$ cat config.mk
export PLATFORM = sky130hd
export DESIGN_NAME = ex_mw_elastic_pipe
export DESIGN_NICKNAME = d
export VERILOG_FILES = /design/src/rtl/ex_mw_elastic_pipe.sv
export SDC_FILE = /design/constraint.sdc
export NUM_CORES = 1
export LEC_CHECK = 0
export CELL_PAD_IN_SITES_DETAIL_PLACEMENT = 0
export CELL_PAD_IN_SITES_GLOBAL_PLACEMENT = 1
export CORE_ASPECT_RATIO = 0.9
export CORE_MARGIN = 2
export CORE_UTILIZATION = 33
export CTS_BUF_LIST = sky130_fd_sc_hd__clkbuf_2 sky130_fd_sc_hd__clkbuf_4 sky130_fd_sc_hd__clkbuf_8
export DETAILED_ROUTE_END_ITERATION = 16
export MAX_ROUTING_LAYER = met4
export PLACE_DENSITY_LB_ADDON = 0.1
export REMOVE_ABC_BUFFERS = 1
export SLEW_MARGIN = 20
export SYNTH_ARGS = -nofsm -noshare
export SYNTH_HDL_FRONTEND = slang
export SYNTH_SLANG_ARGS = --single-unit
$ cat constraint.sdc
create_clock -name clock -period 1.8 [get_ports clock]
set_clock_uncertainty 0.1 [all_clocks]
set_input_delay 0.54 -clock clock [delete_from_list [all_inputs] [get_ports clock]]
set_output_delay 0.54 -clock clock [all_outputs]
set_load 0.05 [all_outputs]
$ cat src/rtl/ex_mw_elastic_pipe.sv
// EX->MW elastic pipeline register: STAGES valid/ready slots with flush, occupancy and optional bypass lookup.
// Define EX_MW_BYPASS_EN to build the forwarding comparators; otherwise fwd_hit/fwd_data are tied to zero.
module ex_mw_elastic_pipe #(
    parameter int N      = 8,
    parameter int DEST_W = 10,
    parameter int STAGES = 2
) (
    input  logic                          clock,
    input  logic                          reset,
    input  logic                          flush,
    input  logic                          in_valid,
    output logic                          in_ready,
    input  logic [N-1:0]                  Res,
    input  logic                          W_en,
    input  logic [DEST_W-1:0]             dest,
    output logic                          out_valid,
    input  logic                          out_ready,
    output logic [N-1:0]                  Res_reg,
    output logic                          Wen_reg,
    output logic [DEST_W-1:0]             dest_reg,
    output logic [$clog2(STAGES+1)-1:0]   occupancy,
    input  logic [DEST_W-1:0]             lookup_addr,
    output logic                          fwd_hit,
    output logic [N-1:0]                  fwd_data
);

    localparam int OCC_W = $clog2(STAGES + 1);
    localparam int LAST  = STAGES - 1;

    logic [STAGES-1:0] r_valid;
    logic [N-1:0]      r_res  [STAGES];
    logic              r_wen  [STAGES];
    logic [DEST_W-1:0] r_dest [STAGES];
    logic [OCC_W-1:0]  r_occ;

    logic [STAGES-1:0] w_adv;
    logic [STAGES-1:0] w_load;
    logic [STAGES-1:0] w_valid_next;
    logic [N-1:0]      w_src_res  [STAGES];
    logic              w_src_wen  [STAGES];
    logic [DEST_W-1:0] w_src_dest [STAGES];

    function automatic logic [OCC_W-1:0] popcount(input logic [STAGES-1:0] v);
        logic [OCC_W-1:0] c;
        c = '0;
        for (int i = 0; i < STAGES; i++) begin
            c = c + OCC_W'(v[i]);
        end
        return c;
    endfunction

    // Ready ripples back from the output slot so a full pipe still moves when MW consumes.
    assign w_adv[LAST] = r_valid[LAST] & out_ready;
    for (genvar g = 0; g < LAST; g++) begin : g_adv
        assign w_adv[g] = r_valid[g] & (~r_valid[g+1] | w_adv[g+1]);
    end

    assign in_ready = ~flush & (~r_valid[0] | w_adv[0]);

    for (genvar g = 0; g < STAGES; g++) begin : g_slot
        if (g == 0) begin : g_first
            assign w_load[g]     = in_valid & in_ready;
            assign w_src_res[g]  = Res;
            assign w_src_wen[g]  = W_en;
            assign w_src_dest[g] = dest;
        end else begin : g_next
            assign w_load[g]     = w_adv[g-1];
            assign w_src_res[g]  = r_res[g-1];
            assign w_src_wen[g]  = r_wen[g-1];
            assign w_src_dest[g] = r_dest[g-1];
        end
        assign w_valid_next[g] = ~flush & (w_load[g] | (r_valid[g] & ~w_adv[g]));
    end

    always_ff @(posedge clock or posedge reset) begin
        if (reset) begin
            r_valid <= '0;
            r_occ   <= '0;
            for (int i = 0; i < STAGES; i++) begin
                r_res[i]  <= '0;
                r_wen[i]  <= 1'b0;
                r_dest[i] <= '0;
            end
        end else begin
            r_valid <= w_valid_next;
            r_occ   <= popcount(w_valid_next);
            for (int i = 0; i < STAGES; i++) begin
                if (w_load[i] && !flush) begin
                    r_res[i]  <= w_src_res[i];
                    r_wen[i]  <= w_src_wen[i];
                    r_dest[i] <= w_src_dest[i];
                end
            end
        end
    end

    assign out_valid = r_valid[LAST];
    assign Res_reg   = r_res[LAST];
    assign Wen_reg   = r_wen[LAST] & r_valid[LAST];
    assign dest_reg  = r_dest[LAST];
    assign occupancy = r_occ;

`ifdef EX_MW_BYPASS_EN
    logic          w_fwd_hit;
    logic [N-1:0]  w_fwd_data;

    // Scan oldest to youngest so the youngest matching slot wins.
    always_comb begin
        w_fwd_hit  = 1'b0;
        w_fwd_data = '0;
        for (int i = LAST; i >= 0; i--) begin
            if (r_valid[i] && r_wen[i] && (r_dest[i] == lookup_addr)) begin
                w_fwd_hit  = 1'b1;
                w_fwd_data = r_res[i];
            end
        end
    end

    assign fwd_hit  = w_fwd_hit;
    assign fwd_data = w_fwd_data;
`else
    logic w_unused_lookup;
    assign w_unused_lookup = ^lookup_addr;
    assign fwd_hit  = 1'b0;
    assign fwd_data = '0;
`endif

endmodule

==> key figures, run 1 <==
Floorplanning
  – Initial Utilization: between 30% and 40%
  – Rows: 25
  – Num ports: 66
  – Core area: approximately 5300 µm²
  – Die width: 82.7 µm
  – Die Ht: ~75 µm
  – Die ar.: ~6200 µm²

Clocking
  – CTS Sinks: 42
  – H-tree levels: 2
  – CTS Hold Bufs: 0
  – Root Buffer: clkbuf_8
  – TritonCTS clock tree: yes
  – Clock Path Buffers: 2
  – Worst-path clk slew: approximately 70 ps
  – Cts bufs inserted: 5
  – Worst-Skew Late Latency: about 280 ps

Critical path
  – Worst setup path class: reg2out
  – Max incr delay on CP: 370 ps
  – Max FO, Critical Path: 3
  – R2R depth: 4
  – Worst r2r src: r_valid[1]
  – Worst setup SP type: flip-flop
  – Critical path cell sequence: and3b_2 > nor2_4 > buf_12
  – Critical Path AT: around 1100 ps
  – CP max-delay cell: dfrtp_1
  – Capture point of the worst reg-to-reg path: r_dest[10]
  – Worst R2R Setup Slack: around 50 ps
  – Crit end category: output port
  – CP required: around 1200 ps

GRT
  – Pin count of the biggest net entering global routing: 43
  – GRT Total Usage: approximately an eighth
  – First-pass GRT wire length: 5150 µm
  – Aggregate global routing overflow: 0
  – Initial antenna violation count: 0
  – Vias in the first global route: about 1100

Route
  – Routed WL: about 3200 µm
  – Via Count: about 980
  – Initial DRC Count: 22
  – Wirelength per Cell: roughly 13 µm
  – Drt drc: 0
  – Post-route ant nets: 0
  – First-pass iteration count of the detailed router: 2
  – DR vias/cell: 4.20

Synthesis
  – Netlist Area Pre-Place: about 1800 µm²
  – Mapped Cells: 124
  – Post-synth cell types: 16
  – Post-synthesis sequential area ratio: approximately 57%
  – Ys Warns: 0
  – Average cell area after synthesis: approximately 15 µm²
  – Flops & latches, synth: 42

Timing
  – Hold_ws: a little over 400 ps
  – Fmax: 0.560 GHz
  – Setup violators final: 0
  – Max Slew Vio Count: 0
  – Period utilization: ~100%
  – Final Hold Fails: 0
  – Minimum clock period: approximately 1800 ps
  – RSZ-0062 raised after global routing: true

Finish
  – Layout cells sized above 1: between 50% and 60%
  – Leading cell type in the layout, fill and taps excluded: dfrtp_1
  – Layout fillers: 466
  – Fin util: 49.9%
  – Register area: 1050 µm²
  – Nets: 201
  – Multi-input logic area: a little under 600 µm²
  – Area Overhead vs Synth: 44.1%
  – Fin cells: between 200 and 250
  – Post-route cell area: around 2700 µm²
  – Ant. Diodes: 0
  – Most frequent cells in the layout: dfrtp_1 (42), mux2_2 (28), buf_12 (25), clkdlybuf4s50_1 (20), mux2_4 (10)

Placed design
  – Dpl cell area: around 2500 µm²
  – Gp weighted congestion: about 0.65
  – IO Port Bufs: 46
  – Detail Placement HPWL: between 2000 and 2500 µm
  – Dpl cells: approximately 220

Run
  – Max Cap Viol: 0

Power
  – P_leak: about 1.2 nW
  – Maximum VDD drop: about 0.59 mV
  – Pwr/cell area: ~1300 nW/µm²

Hold path
  – Hold path cells: 1
  – WHS Endpoint: dest_reg[7]
  – Hold WC Path Type: reg2reg
  – Hold_sp: r_dest[17]

Run status
  – Run status: finished clean
==> worst max-delay path, delay by kind of cell (launching register included) <==
kind / cells / cell delay [ps]
flops: 1 / 370
simple gates: 2 / 360
buf+inv: 1 / 140
==> how the worst max path moves through the flow <==
stage	from	endpoint	slack (ps)	depth (start not counted)
6_report	r_valid[1]	in_ready	20	3
5_1_grt	r_valid[1]	in_ready	-30	3
4_1_cts	r_valid[0]	in_ready	-20	3
3_5_place_dp	out_ready	r_res[11]	-530	5
3_3_place_gp	out_ready	r_res[14]	-520	5
2_1_floorplan	r_valid[1]	Res_reg[0]	-1150	3
==> per-stage QoR <==
step	setup slack [ps]	setup TNS [ps]	total power [mW]
CTS	-24.0	-139	3.38
global placement	-523	-18410	2.71
global route	-33.2	-33.2	3.49
finish	15.8	0	3.33
floorplan	-1150	-28340	1.98
detailed placement	-534	-18610	2.74
==> synth_stat cells (all sizes together) <==
library cell / number / share of area [%]
or3b: 1 / 0.48
nor2: 5 / 1.0
and2: 1 / 0.34
ha: 1 / 0.68
and3b: 1 / 0.48
nor3b: 1 / 0.41
buf: 31 / 13
dfrtp: 42 / 57
inv: 1 / 0.20
and2b: 1 / 0.48
conb: 1 / 0.20
mux2: 38 / 25
==> where the power goes <==
group | leakage, nW | internal, mW | switching, mW
clock network | 0.0517 | 0.324 | 0.287
logic | 0.672 | 0.736 | 0.669
registers | 0.502 | 1.14 | 0.167
==> per-layer routing <==
layer | part of all wire (%) | up-vias | GRT usage [%]
met4 | 0.95 | 0 | 4.92
met5 | 0 | - | -
li1 | - | 459 | -
met3 | 7.0 | 5 | 4.08
met1 | 41 | 480 | 12.7
met2 | 50 | 38 | 20.2
==> cell type report <==
type                    count  area share (%)
multi-input cells          58            22.1
well taps                  67            3.16
clock buffers               7            3.39
flip-flops and latches     42            39.6
inverters                   1           0.141
repair buffers             58            31.4
clock inverters             1           0.189
==> kinds of logic after synthesis <==
group / count (synthesis) / synth area share [%]
flip-flops: 42 / 57.1
buffers and inverters: 32 / 13.6
other: 1 / 0.204
AND/OR/NAND/NOR: 10 / 3.19
adder cells (fa/ha/maj): 1 / 0.679
multiplexers: 38 / 25.3
==> repair_timing <==
action,4_1_cts,5_1_grt
setup endpoints to repair,39,20
hold endpoints to repair,0,0
gates resized for setup,8,4
buffers inserted,1,1
cloned,0,2
pin swaps,2,2
(Power assumes the default switching activity.)
==> run 2: changes to the inputs <==
PLACE_DENSITY_LB_ADDON = 0.3   (was 0.1)
==> run 2 against run 1 <==
  * The run now ends with negative setup slack left
  * Non-clock buffer count is 3 lower
  * Combinational power hardly changed
  * Largest power group unchanged
  * Via count grew 1.3%
  * Register-to-register slack gained 20 ps
  * Final cell count down 1.3%
==> key figures, run 2 (synthesis results as in run 1) <==
Finish
  – Leading cell type in the layout, fill and taps excluded: dfrtp_1
  – Nets: 198
  – Layout cells sized above 1: slightly above 50%
  – Area Overhead vs Synth: 44.8%
  – Ant. Diodes: 0
  – Most frequent cells in the layout: dfrtp_1 (42), mux2_2 (26), buf_12 (25), clkdlybuf4s50_1 (20), mux2_4 (12)
  – Layout fillers: between 400 and 500
  – Fin cells: approximately 230
  – Multi-input logic area: a little over 600 µm²
  – Register area: 1050 µm²

Critical path
  – CP max-delay cell: dlygate4sd2_1
  – Max incr delay on CP: 260 ps
  – Worst setup SP type: input port
  – Critical path cell sequence: dlygate4sd2_1 > buf_6 > nor2_4 > buf_12
  – Critical path depth: 4
  – Worst Setup SP: flush
  – CP required: approximately 1200 ps
  – Crit end category: output port
  – Worst setup path class: in2out
  – CP top delay family: buffers and inverters
  – Buffer and inverter count on the worst path: 3
  – R2R depth: 5
  – Worst r2r src: r_valid[1]
  – Max FO, Critical Path: 3
  – Critical Path AT: 1190 ps

Power
  – P_int: about 2.5 mW
  – Comb pwr share: approximately two fifths
  – Maximum VDD drop: roughly 0.77 mV
  – Switch share: around a third
  – Sw power: approximately 1.2 mW
  – P_leak: ~1.2 nW
  – Seq pwr share: approximately 36%
  – Power share of the clock group: roughly 25%
  – Pwr/cell area: roughly 1400 nW/µm²

Placed design
  – Detail Placement HPWL: between 2000 and 2500 µm
  – Gp weighted congestion: 0.665
  – IO Port Bufs: 46
  – Dpl cells: roughly 220

Floorplanning
  – Core area: ~5300 µm²
  – Die Ht: around 75 µm
  – Num ports: 66
  – Initial Utilization: approximately 35%
  – Rows: 25
  – Die ar.: between 6000 and 7000 µm²
  – Die width: 82.7 µm

Hold path
  – Hold path cells: 1
  – Hold WC Path Type: reg2reg
  – Hold_sp: r_dest[17]

Timing
  – Setup violators final: 1
  – Period utilization: 102%
  – Minimum clock period: approximately 1800 ps
  – Max Slew Vio Count: 0
  – Final Hold Fails: 0
  – Fmax: ~0.55 GHz
  – Setup TNS: -27.4 ps
  – RSZ-0062 raised after global routing: true
  – Final Worst Setup Slack: -27.4 ps

Route
  – Routed WL: ~3300 µm
  – First-pass iteration count of the detailed router: 3
  – Initial DRC Count: 44
  – Via Count: approximately 1000
  – Wirelength per Cell: about 14 µm
  – Post-route ant nets: 0
  – DR vias/cell: approximately 4.3
  – Drt drc: 0

Run status
  – Run status: finished, violations left
  – Failing checks: negative setup slack

GRT
  – Pin count of the biggest net entering global routing: between 40 and 50
  – GRT Total Usage: between 10% and 20%
  – Initial antenna violation count: 0
  – Aggregate global routing overflow: 0
  – Vias in the first global route: just over 1000
  – First-pass GRT wire length: 5310 µm

Clocking
  – CTS Hold Bufs: 0
  – H-tree levels: 2
  – Worst-path clk slew: roughly 80 ps
  – Worst-Skew Late Latency: 280 ps
  – Clock Path Buffers: 2
  – TritonCTS clock tree: yes
  – Cts bufs inserted: 5
  – CTS Sinks: 42
  – Root Buffer: clkbuf_8

Run
  – Max Cap Viol: 0
## run 2: what timing repair did
| action | in CTS | in global routing |
|---|---|---|
| setup buffers | 1 | 1 |
| pin swaps | 2 | 2 |
| resized for setup | 11 | 5 |
| endpoints found under the setup margin | 39 | 13 |
## run 2: final timing paths
| kind | slack [ps] | endpoint |
|---|---|---|
| worst max-delay path | -30 | in_ready |
| worst min-delay path | 400 | dest_reg[7] |
| worst max register to register | 70 | dest_reg[2] |
| worst min register to register | 400 | dest_reg[7] |
| max in group asynchronous | 920 | r_res[15] |
| min in group asynchronous | 480 | Res_reg[1] |
## run 2: power groups by stage
stage / Clock (mW) / Sequential, mW / Combinational, mW
floorplan: 0 / 1.69 / 0.287
global placement: 0 / 1.32 / 1.39
detailed placement: 0 / 1.33 / 1.41
CTS: 0.930 / 1.32 / 1.41
global route: 0.987 / 1.34 / 1.46
finish: 0.900 / 1.32 / 1.41
## run 2: layout make-up
class                   count  share of cell area, %
flip-flops and latches     42                   39.4
repair buffers             55                   29.4
multi-input cells          58                   22.6
well taps                  67                   3.14
clock buffers               6                   3.10
clock inverters             2                   2.25
inverters                   1                  0.141
## run 2: stage by stage
| stage | hold WS, ps | worst slack, ps | utilization (%) | power [mW] | area, µm² |
|---|---|---|---|---|---|
| 4_1_cts | 407 | -33.0 | 49.6 | 3.66 | 2640 |
| 6_report | 403 | -27.4 | 50.2 | 3.62 | 2670 |
| 5_1_grt | 419 | -57.9 | 50.2 | 3.79 | 2670 |
| 3_5_place_dp | 385 | -561 | 46.7 | 2.74 | 2480 |
| 3_3_place_gp | 381 | -527 | 46.7 | 2.71 | 2480 |
| 2_1_floorplan | 373 | -1150 | - | 1.98 | 1630 |
## run 2: worst register-to-register path, cell delays in order (launching register included)
cell,delay (ps)
dfrtp_1,380
buf_4,150
and2b_2,210
nor3b_4,210
buf_4,210
mux2_2,350
## run 2: layer usage
layer  vias up  part of all wire (%)  global-route usage [%]
met2        37                    49                    18.9
met5         -                     0                       -
li1        454                     -                       -
met3         5                   8.5                    4.80
met1       499                    41                    14.6
met4         0                  0.91                    3.83
==> run 3: changes to the inputs <==
PLACE_DENSITY_LB_ADDON = 0.1   (was 0.3)
==> results of run 3 <==
The final DEF is identical to that of run 1; final timing and power are the same.
